File: config.mk
export PLATFORM = sky130hd
export DESIGN_NAME = tx_merge_arbiter_flat
export DESIGN_NICKNAME = d
export VERILOG_FILES = /design/src/rtl/tx_merge_arbiter_pkg.sv /design/src/rtl/tx_merge_arbiter_if.sv /design/src/rtl/tx_merge_arbiter_credit_counter.sv /design/src/rtl/tx_merge_arbiter.sv /design/src/flat_wrapper.sv
export SDC_FILE = /design/constraint.sdc
export NUM_CORES = 1
export LEC_CHECK = 0
export CORE_UTILIZATION = 46
export CTS_CLUSTER_SIZE = 24
export DETAILED_ROUTE_END_ITERATION = 12
export MAX_ROUTING_LAYER = met4
export PLACE_DENSITY = 0.8
export SLEW_MARGIN = 20
export SYNTH_ARGS = -nofsm -noshare
export SYNTH_HDL_FRONTEND = slang
export SYNTH_SLANG_ARGS = --single-unit
File: constraint.sdc
create_clock -name clk -period 3.3 [get_ports clk]
set_clock_uncertainty 0.1 [all_clocks]
set_input_delay 0.99 -clock clk [delete_from_list [all_inputs] [get_ports clk]]
set_output_delay 0.99 -clock clk [all_outputs]
set_load 0.01 [all_outputs]
File: src/rtl/tx_merge_arbiter_pkg.sv
// Shared types and default widths for the transmit merge arbiter.
// No logic; state encoding is 4 bits wide so it lines up with the existing state machine.
// Source-select enum is used for both the round-robin pointer and the pipeline tag.
package tx_merge_arbiter_pkg;

    localparam int DATA_WIDTH   = 6;
    localparam int CREDIT_WIDTH = 4;

    typedef enum logic [3:0] {
        ST_RESET  = 4'd0,
        ST_INIT   = 4'd1,
        ST_IDLE   = 4'd2,
        ST_ACTIVE = 4'd3
    } state_e;

    typedef enum logic {
        SEL_SRC0 = 1'b0,
        SEL_SRC1 = 1'b1
    } src_sel_e;

endpackage

File: src/rtl/tx_merge_arbiter_if.sv
// Stream bundle between the two source FIFOs, the arbiter and the downstream main FIFO.
// Latency: none (wires only).
// Backpressure: expressed by the arbiter's credit counter, returned via credit_return.
// Ports: src0/src1 read data + empty, pop strobes, merged write data/strobe, credit return.
interface tx_merge_arbiter_if #(
    parameter int DATA_WIDTH = tx_merge_arbiter_pkg::DATA_WIDTH
);
    logic [DATA_WIDTH-1:0] src0_data;
    logic                  src0_empty;
    logic [DATA_WIDTH-1:0] src1_data;
    logic                  src1_empty;
    logic                  pop_src0;
    logic                  pop_src1;
    logic [DATA_WIDTH-1:0] data_out;
    logic                  wr_enable;
    logic                  credit_return;

    // master: the arbiter; slave: source FIFOs and downstream FIFO side.
    modport master (
        input  src0_data, src0_empty, src1_data, src1_empty, credit_return,
        output pop_src0, pop_src1, data_out, wr_enable
    );

    modport slave (
        output src0_data, src0_empty, src1_data, src1_empty, credit_return,
        input  pop_src0, pop_src1, data_out, wr_enable
    );
endinterface

File: src/rtl/tx_merge_arbiter_credit_counter.sv
// Downstream credit counter: load, +1 on return, -1 on pop, saturates at the loaded max.
// Latency: count and error update one cycle after load/inc/dec.
// Backpressure: count of zero is what stalls the arbiter; return at max sets a sticky error.
// Ports: clk/reset, load + load_val, inc, dec; outputs credits and error.
module tx_merge_arbiter_credit_counter #(
    parameter int CREDIT_WIDTH = tx_merge_arbiter_pkg::CREDIT_WIDTH
) (
    input  logic                    clk,
    input  logic                    reset,
    input  logic                    load,
    input  logic [CREDIT_WIDTH-1:0] load_val,
    input  logic                    inc,
    input  logic                    dec,
    output logic [CREDIT_WIDTH-1:0] credits,
    output logic                    error
);
    logic [CREDIT_WIDTH-1:0] cnt_q, cnt_d;
    logic [CREDIT_WIDTH-1:0] max_q, max_d;
    logic                    err_q, err_d;

    always_comb begin
        cnt_d = cnt_q;
        max_d = max_q;
        err_d = err_q;
        if (load) begin
            cnt_d = load_val;
            max_d = load_val;
            err_d = 1'b0;
        end else begin
            unique case ({inc, dec})
                2'b10: begin
                    // A return with nothing outstanding means the downstream side lost track.
                    if (cnt_q == max_q) err_d = 1'b1;
                    else                cnt_d = cnt_q + 1'b1;
                end
                2'b01:   cnt_d = cnt_q - 1'b1;
                default: cnt_d = cnt_q;
            endcase
        end
    end

    always_ff @(posedge clk) begin
        if (reset) begin
            cnt_q <= '0;
            max_q <= '0;
            err_q <= 1'b0;
        end else begin
            cnt_q <= cnt_d;
            max_q <= max_d;
            err_q <= err_d;
        end
    end

    assign credits = cnt_q;
    assign error   = err_q;
endmodule

File: src/rtl/tx_merge_arbiter.sv
// Merges two source FIFO streams round-robin into one write stream for the main FIFO.
// Latency: 2 cycles from pop to wr_enable; back-to-back pops give back-to-back writes.
// Backpressure: pops only while credits > 0; credits come back via credit_return.
// Ports: clk/reset, init + umbral_credits, stream bus (master modport), status outputs.
module tx_merge_arbiter
    import tx_merge_arbiter_pkg::*;
#(
    parameter int DATA_WIDTH   = tx_merge_arbiter_pkg::DATA_WIDTH,
    parameter int CREDIT_WIDTH = tx_merge_arbiter_pkg::CREDIT_WIDTH
) (
    input  logic                    clk,
    input  logic                    reset,
    input  logic                    init,
    input  logic [CREDIT_WIDTH-1:0] umbral_credits,
    tx_merge_arbiter_if.master      bus,
    output logic [CREDIT_WIDTH-1:0] credits_out,
    output logic                    error_out,
    output logic                    idle_out,
    output logic                    active_out
);
    state_e                state_q, state_d;
    src_sel_e              rr_q, rr_d;
    src_sel_e              stg1_sel_q, stg1_sel_d;
    logic                  stg1_vld_q, stg1_vld_d;
    logic                  wr_en_q, wr_en_d;
    logic [DATA_WIDTH-1:0] data_q, data_d;
    logic                  idle_q, idle_d;
    logic                  active_q, active_d;

    logic                    pop0, pop1, pop_ok, run_st;
    logic                    src0_avail, src1_avail;
    logic [CREDIT_WIDTH-1:0] credits;
    logic                    credit_err;

    assign src0_avail = !bus.src0_empty;
    assign src1_avail = !bus.src1_empty;
    assign run_st     = (state_q == ST_IDLE) || (state_q == ST_ACTIVE);

    // Pop issue looks only at registered state/credits and the live empty flags.
    always_comb begin
        pop0   = 1'b0;
        pop1   = 1'b0;
        rr_d   = rr_q;
        pop_ok = !reset && !init && run_st && (credits != '0);
        if (pop_ok) begin
            if (src0_avail && src1_avail) begin
                if (rr_q == SEL_SRC0) pop0 = 1'b1;
                else                  pop1 = 1'b1;
                rr_d = (rr_q == SEL_SRC0) ? SEL_SRC1 : SEL_SRC0;
            end else if (src0_avail) begin
                pop0 = 1'b1;
                rr_d = SEL_SRC1;
            end else if (src1_avail) begin
                pop1 = 1'b1;
                rr_d = SEL_SRC0;
            end
        end
    end

    always_comb begin
        state_d = state_q;
        if (init) begin
            state_d = ST_INIT;
        end else begin
            unique case (state_q)
                ST_RESET:  state_d = ST_RESET;
                ST_INIT:   state_d = ST_IDLE;
                ST_IDLE:   if ((src0_avail || src1_avail) && (credits != '0)) state_d = ST_ACTIVE;
                ST_ACTIVE: if (!src0_avail && !src1_avail && !stg1_vld_q && !wr_en_q) state_d = ST_IDLE;
                default:   state_d = ST_RESET;
            endcase
        end

        // Stage 1 remembers which source was popped; stage 2 captures its data one cycle later.
        stg1_vld_d = pop0 || pop1;
        stg1_sel_d = pop1 ? SEL_SRC1 : SEL_SRC0;
        wr_en_d    = stg1_vld_q;
        data_d     = data_q;
        if (stg1_vld_q) data_d = (stg1_sel_q == SEL_SRC1) ? bus.src1_data : bus.src0_data;

        // Status flags are computed from next-cycle values so they line up with state_q.
        idle_d   = (state_d == ST_IDLE) && !stg1_vld_d && !wr_en_d;
        active_d = (state_d == ST_ACTIVE);
    end

    always_ff @(posedge clk) begin
        if (reset) begin
            state_q    <= ST_RESET;
            rr_q       <= SEL_SRC0;
            stg1_sel_q <= SEL_SRC0;
            stg1_vld_q <= 1'b0;
            wr_en_q    <= 1'b0;
            data_q     <= '0;
            idle_q     <= 1'b0;
            active_q   <= 1'b0;
        end else begin
            state_q    <= state_d;
            rr_q       <= rr_d;
            stg1_sel_q <= stg1_sel_d;
            stg1_vld_q <= stg1_vld_d;
            wr_en_q    <= wr_en_d;
            data_q     <= data_d;
            idle_q     <= idle_d;
            active_q   <= active_d;
        end
    end

    // Returns are only meaningful once credits have been loaded and the block is running.
    tx_merge_arbiter_credit_counter #(
        .CREDIT_WIDTH (CREDIT_WIDTH)
    ) u_credit_counter (
        .clk      (clk),
        .reset    (reset),
        .load     (state_q == ST_INIT),
        .load_val (umbral_credits),
        .inc      (bus.credit_return && run_st),
        .dec      (pop0 || pop1),
        .credits  (credits),
        .error    (credit_err)
    );

    assign bus.pop_src0  = pop0;
    assign bus.pop_src1  = pop1;
    assign bus.data_out  = data_q;
    assign bus.wr_enable = wr_en_q;
    assign credits_out   = credits;
    assign error_out     = credit_err;
    assign idle_out      = idle_q;
    assign active_out    = active_q;
endmodule

File: src/flat_wrapper.sv
// flat-port wrapper written by rule: the top's interface ports become plain ports
module tx_merge_arbiter_flat import tx_merge_arbiter_pkg::*;
#(
    parameter int DATA_WIDTH   = tx_merge_arbiter_pkg::DATA_WIDTH,
    parameter int CREDIT_WIDTH = tx_merge_arbiter_pkg::CREDIT_WIDTH
)
  (clk, reset, init, umbral_credits, credits_out, error_out, idle_out, active_out, bus_src0_data, bus_src0_empty, bus_src1_data, bus_src1_empty, bus_credit_return, bus_pop_src0, bus_pop_src1, bus_data_out, bus_wr_enable);
  tx_merge_arbiter_if #(.DATA_WIDTH(DATA_WIDTH)) bus_i ();
  input  logic clk;
  input  logic reset;
  input  logic init;
  input  logic [CREDIT_WIDTH-1:0] umbral_credits;
  output logic [CREDIT_WIDTH-1:0] credits_out;
  output logic error_out;
  output logic idle_out;
  output logic active_out;
  input wire logic [$bits(bus_i.src0_data)-1:0] bus_src0_data;
  input wire logic [$bits(bus_i.src0_empty)-1:0] bus_src0_empty;
  input wire logic [$bits(bus_i.src1_data)-1:0] bus_src1_data;
  input wire logic [$bits(bus_i.src1_empty)-1:0] bus_src1_empty;
  input wire logic [$bits(bus_i.credit_return)-1:0] bus_credit_return;
  output wire logic [$bits(bus_i.pop_src0)-1:0] bus_pop_src0;
  output wire logic [$bits(bus_i.pop_src1)-1:0] bus_pop_src1;
  output wire logic [$bits(bus_i.data_out)-1:0] bus_data_out;
  output wire logic [$bits(bus_i.wr_enable)-1:0] bus_wr_enable;
  assign bus_i.src0_data = bus_src0_data;
  assign bus_i.src0_empty = bus_src0_empty;
  assign bus_i.src1_data = bus_src1_data;
  assign bus_i.src1_empty = bus_src1_empty;
  assign bus_i.credit_return = bus_credit_return;
  assign bus_pop_src0 = bus_i.pop_src0;
  assign bus_pop_src1 = bus_i.pop_src1;
  assign bus_data_out = bus_i.data_out;
  assign bus_wr_enable = bus_i.wr_enable;
  tx_merge_arbiter #(.DATA_WIDTH(DATA_WIDTH), .CREDIT_WIDTH(CREDIT_WIDTH)) u_core (.clk(clk), .reset(reset), .init(init), .umbral_credits(umbral_credits), .bus(bus_i), .credits_out(credits_out), .error_out(error_out), .idle_out(idle_out), .active_out(active_out));
endmodule
==> Yosys cells after proc, flatten, opt, wreduce, memory -nomap -nowiden <==
Cells that the tools add are included.
{ "word_totals": {"mem_bits_rw": 0, "romBits": 0, "memories": 0, "ff_bits": 25, "inputBits": 22, "latchBits": 0, "word_cells": 71} }
{ "classes": {"mux": 21, "div_mod_pow": 0, "n_shift": 0, "multipliers": 0, "add_sub_neg": 2, "bitwise_logic": 0, "reduce_logical": 27, "order_cmp": 0, "n_eq_ne": 10} }
{ "ops": {"columns": ["cell", "count"], "rows": [
  ["$mux 4", 5],
  ["$eq 4x2->1 const B", 4],
  ["$mux 1", 13],
  ["$pmux 4 s3", 1],
  ["$logic_and 1x1->1", 11],
  ["$pmux 4 s2", 1],
  ["$logic_not 1->1", 7],
  ["$mux 6", 1],
  ["$reduce_and 2->1", 3],
  ["$add 4x1->4 const B", 1],
  ["$eq 4x1->1 const B", 1],
  ["$eq 4x4->1", 1],
  ["$reduce_bool 4->1", 1],
  ["$sub 4x1->4 const B", 1],
  ["$logic_or 1x1->1", 3],
  ["$ne 3x2->1 const B", 1],
  ["$ne 3x3->1 const B", 1],
  ["$reduce_bool 3->1", 1],
  ["$eq 2x1->1 const B", 1],
  ["$eq 2x2->1 const B", 1],
  ["$reduce_or 2->1", 1]
]} }

==> Logic depth before layout (Yosys ltp) <==
Gate-level depths: netlist of run 1.
{ "logic_depth": {"ltp_word": 9, "depth_mapped": 10} }

==> Modules after synthesis <==
From an unflattened synthesis of run 1, not the netlist that was laid out.
{ "unflattened": {"hier_cells": 130, "area_unflattened_um2": 1255.0} }
{ "by_module_without_submodules": {"columns": ["module", "area_each_um2", "n_inst", "seq_area_each_um2", "cells_per_inst"], "rows": [
  ["tx_merge_arbiter", 669.4, 1, 320.3, 67],
  ["tx_merge_arbiter_credit_counter", 585.6, 1, 180.2, 63]
]} }

==> Worst setup path after synthesis of run 1 <==
No wires, ideal clock.
{ "synth_path": {"kind": "input to output", "start": "input init", "end": "output bus_pop_src0", "slack_ns": 0.458, "stages": 3, "t_arrival_ns": 1.752, "required_ns": 2.210, "path_buffers": 0, "cell_sequence": "nor2_1 -> nand3_1 -> nor3_1"} }
{ "synth_via": {"elab_chain_cells": 5} }
{ "synth_lines": {"columns": ["element", "line", "source"], "rows": [
  ["from (decl)", "flat_wrapper.sv:11", "input logic init;"],
  ["$logic_not 1->1", "tx_merge_arbiter.sv:44", "pop_ok = !reset && !init && run_st && (credits != '0);"],
  ["$logic_and 1x1->1 (3 in series)", "tx_merge_arbiter.sv:44", null],
  ["$mux 1", "tx_merge_arbiter.sv:45", "if (pop_ok) begin"],
  ["to (decl)", "flat_wrapper.sv:22", "output wire logic [$bits(bus_i.pop_src0)-1:0] bus_pop_src0;"]
]} }
Every way passes these cells.

==> Worst setup path in the final report of run 1 <==
{ "layout_path": {"start": "input init", "end": "output bus_pop_src1"} }
{ "layout_via": {"elab_chain_cells": 5} }
{ "layout_lines": {"columns": ["element", "line", "source"], "rows": [
  ["$logic_not 1->1", "tx_merge_arbiter.sv:44", null],
  ["$logic_and 1x1->1 (3 in series)", "tx_merge_arbiter.sv:44", null],
  ["$mux 1", "tx_merge_arbiter.sv:45", null],
  ["to (decl)", "flat_wrapper.sv:23", "output wire logic [$bits(bus_i.pop_src1)-1:0] bus_pop_src1;"]
]} }
Every way passes these cells.

==> impl_metrics.yaml, run 1 <==
power:
  ir_drop_v: 0.0002801
  seqPwrFrac: 0.547
  leakagePower_uw: 0.0006445
  p_per_area_mw_per_mm2: 330.0
  p_sw_uw: 161.2
  clkPwrFrac: 0.236
  p_sw_frac: 0.2764
  combPwrFrac: 0.217
  internal_power_uw: 421.9
synth:
  synth-main-ff-cell: "dfxtp_1"
  syn_area_mm2: 0.001276
  avgSynthCellArea_um2: 8.802
  yosysUniqueCellTypes: 40
  ys_ff_latch: 25
  yosys-top-cells-area: "dfxtp_1 (39%), mux2i_1 (5.5%), a21oi_1 (4.3%), a211oi_1 (4.1%), nor2_1 (4.1%)"
  synthArstFlopShare: 0
  synth_edf_count: 0
  synth_area_leader_cell: "dfxtp_1"
  syn_inst: 145
  yosys.area.top_type_share: 0.3922
  ys_warn_count: 0
  yosysSeqAreaShare: 0.3922
setup_path:
  cp-startpoint: "init"
  crit_path_max_incr_delay_ns: 0.43
  reg2reg_depth: 8
  r2r_slack_ns: 0.85
  r2r_start: "u_core.u_credit_counter.credits[2]$_SDFFE_PP0P_"
  cp-end-kind: "output pin"
  cp_slowest_cell: "clkdlybuf4s50_1"
  r2r_end: "u_core.u_credit_counter.credits[3]$_SDFFE_PP0P_"
  cp-start-kind: "input pin"
  worstPathArrival_ns: 2.15
  cp_cell_sequence: "clkdlybuf4s50_1, nor2_2, nand3_2, nor3_2, clkdlybuf4s15_1"
  crit_buf_inv: 2
  crit_family: "buffers and inverters"
  worstPathRequired_ns: 2.21
  crit_type: "input pin to output pin"
  cp_max_fo: 3
timing:
  final_hold_viol_count: 0
  fin_setup_tns_ns: 0
  rsz0062_at_grt: "false"
  report.final.slew_viol_count: 0
  fmax_mhz: 308.9
  setup_viol: 0
  fin_crit_ns: 3.237
  min_period_over_period: 0.9810
routing:
  drt-wirelength-per-cell_um: 13.95
  drc: 0
  dr.pass1.iters: 4
  drt-total-wl_um: 3096
  postRouteAntennaNets: 0
  vias: 1264
  drtIter0Drc: 19
  via_per_inst: 5.694
clocking:
  numCtsBuffers: 3
  cts_root_buf: "clkbuf_4"
  cts_sinks: 25
  cts_tree: "done"
  cts_setup_buffers: 0
  clkTransAtPathRegs_ns: 0.14
  htreeDepth: 1
  clock_latency_ns: 0.32
  hold_buffers: 0
  clockBufferDepth: 2
  cts_resized: 4
floorplan:
  initial_core_util: 0.5015
  die_h_um: 54.67
  fp.dieW_um: 54.67
  core_mm2: 0.002545
  die_area_mm2: 0.002989
  pin_count: 38
  rows: 18
cells_and_area:
  layout_common_cells: "clkdlybuf4s50_1 (35), dfxtp_1 (25), nor2_1 (13), nand2_1 (13)"
  final_common_cell: "clkdlybuf4s50_1"
  layout-drive-gt1-share: 0.1250
  fillerInstances: 206
  diodes: 0
  area_growth_pct: 38.43
  stdcell_area_mm2: 0.001767
  finalNetCount: 218
global_routing:
  track_usage: 0.2494
  grt_start_max_net_pins: 23
  antenna_found_initial: 0
  grt_pass1_vias: 1158
  grt_pass1_wl_um: 5147
  gr-total-overflow: 0
place:
  gp_congestion: 0.8825
  port_buffers: 37
  placed_cell_area_mm2: 0.001733
  dp_hpwl_um: 2307
run_status:
  run_status: "finished clean"
worst_hold_path:
  holdPathEnd: "u_core.u_credit_counter.max_q[3]$_SDFFE_PP0P_"
  min_from: "u_core.u_credit_counter.max_q[3]$_SDFFE_PP0P_"
  hold_path_class: "flip-flop to flip-flop"
  min_path_cells: 2
job:
  max_cap_viol_count: 0
## power by group through the flow
stage / logic, uW / registers (uW) / clock network [uW]
final: 126 / 319 / 138
after global routing: 138 / 320 / 156
after detailed placement: 123 / 325 / 0
after global placement: 122 / 325 / 0
after floorplan: 66.5 / 325 / 0
after CTS: 124 / 319 / 141
## tightest hold or removal path: cells and delay by family, from the launching register on
family | cells | cell delay, ns
AO/OA/AOI/OAI | 1 | 0.05
flip-flops | 1 | 0.35
AND/OR/NAND/NOR | 1 | 0.05
## cell families (layout without fill, tap and decap cells)
family / count (synthesis) / count (layout) / share of synthesized area
muxes: 7 / 7 / 0.05490
xor gates and xnor gates: 5 / 5 / 0.03431
other: 1 / 2 / 0.002938
and+or+nand+nor: 55 / 55 / 0.2363
AOI/OAI and AO/OA: 39 / 39 / 0.2029
DFF: 25 / 25 / 0.3922
buffers and inverters: 10 / 56 / 0.04117
adders and majority gates: 3 / 3 / 0.03529
## worst max path at each step
stage / slack (ns) / cells after the start / endpoint
CTS: 0.02 / 5 / bus_pop_src1
finish: 0.06 / 5 / bus_pop_src1
floorplan: 0.46 / 3 / bus_pop_src0
global route: 0.01 / 5 / bus_pop_src1
detailed placement: -0.29 / 5 / bus_pop_src0
global placement: -0.20 / 5 / bus_pop_src1
## layer usage
metal,GRT usage,wire length (um),share of wire,vias to the layer above
li1,-,-,-,615
met1,0.3255,1369,0.44,600
met2,0.3896,1538,0.50,43
met3,0.03333,138,0.045,6
met4,0.08974,50,0.016,0
met5,-,0,0,-
## registers in the layout, summed over array words and instances, names as in the netlist
name / count
u_core.idle_out: 1
u_core.bus.wr_enable: 1
u_core.rr_q: 1
u_core.u_credit_counter.error: 1
u_core.stg1_vld_q: 1
u_core.active_out: 1
u_core.u_credit_counter.credits: 4
u_core.state_q: 4
u_core.bus.data_out: 6
u_core.stg1_sel_q: 1
u_core.u_credit_counter.max_q: 4
## stage by stage
step	cells	utilization	setup slack, ns	total power (uW)	hold WS [ns]
3_5_place_dp	218	0.6809	-0.2909	448.7	0.3644
4_1_cts	222	0.6917	0.02372	583.7	0.3826
5_1_grt	222	0.6942	0.009716	614.8	0.3924
6_report	222	0.6942	0.06255	583.1	0.3815
3_3_place_gp	218	0.6809	-0.2005	447.0	0.3564
2_1_floorplan	146	-	0.4578	391.7	0.3481
## cell usage after synthesis, types with 2 or more instances
library cell and instances:
clkbuf_1 3, nand3_1 4, inv_1 4, nor2_1 14, o211ai_1 2, o21bai_1 2, nor2b_1 3, xor2_1 4
mux2i_1 7, and2_1 2, a211oi_1 7, dfxtp_1 25, nor3_1 10, nand2_1 13, a31oi_1 3, a21o_1 2
ha_1 2, nor4_1 2, a21oi_1 11, o21ai_0 5
## area by class of cell
| class | count | area (um^2) | share of cell area |
|---|---|---|---|
| repair buffers | 48 | 447.9 | 0.2535 |
| multi-input cells | 111 | 739.5 | 0.4186 |
| flip-flops and latches | 25 | 500.5 | 0.2833 |
| inverters | 4 | 15.01 | 0.008499 |
| well taps | 30 | 37.54 | 0.02125 |
| clock buffers | 4 | 26.28 | 0.01487 |
No activity file was read; power rests on OpenSTA's default activity.
==> inputs of run 2 (changes only) <==
Settings changed: SLEW_MARGIN 20 to not set.
==> results of run 2 <==
No change in the layout: final DEF, timing and power equal those of run 1.
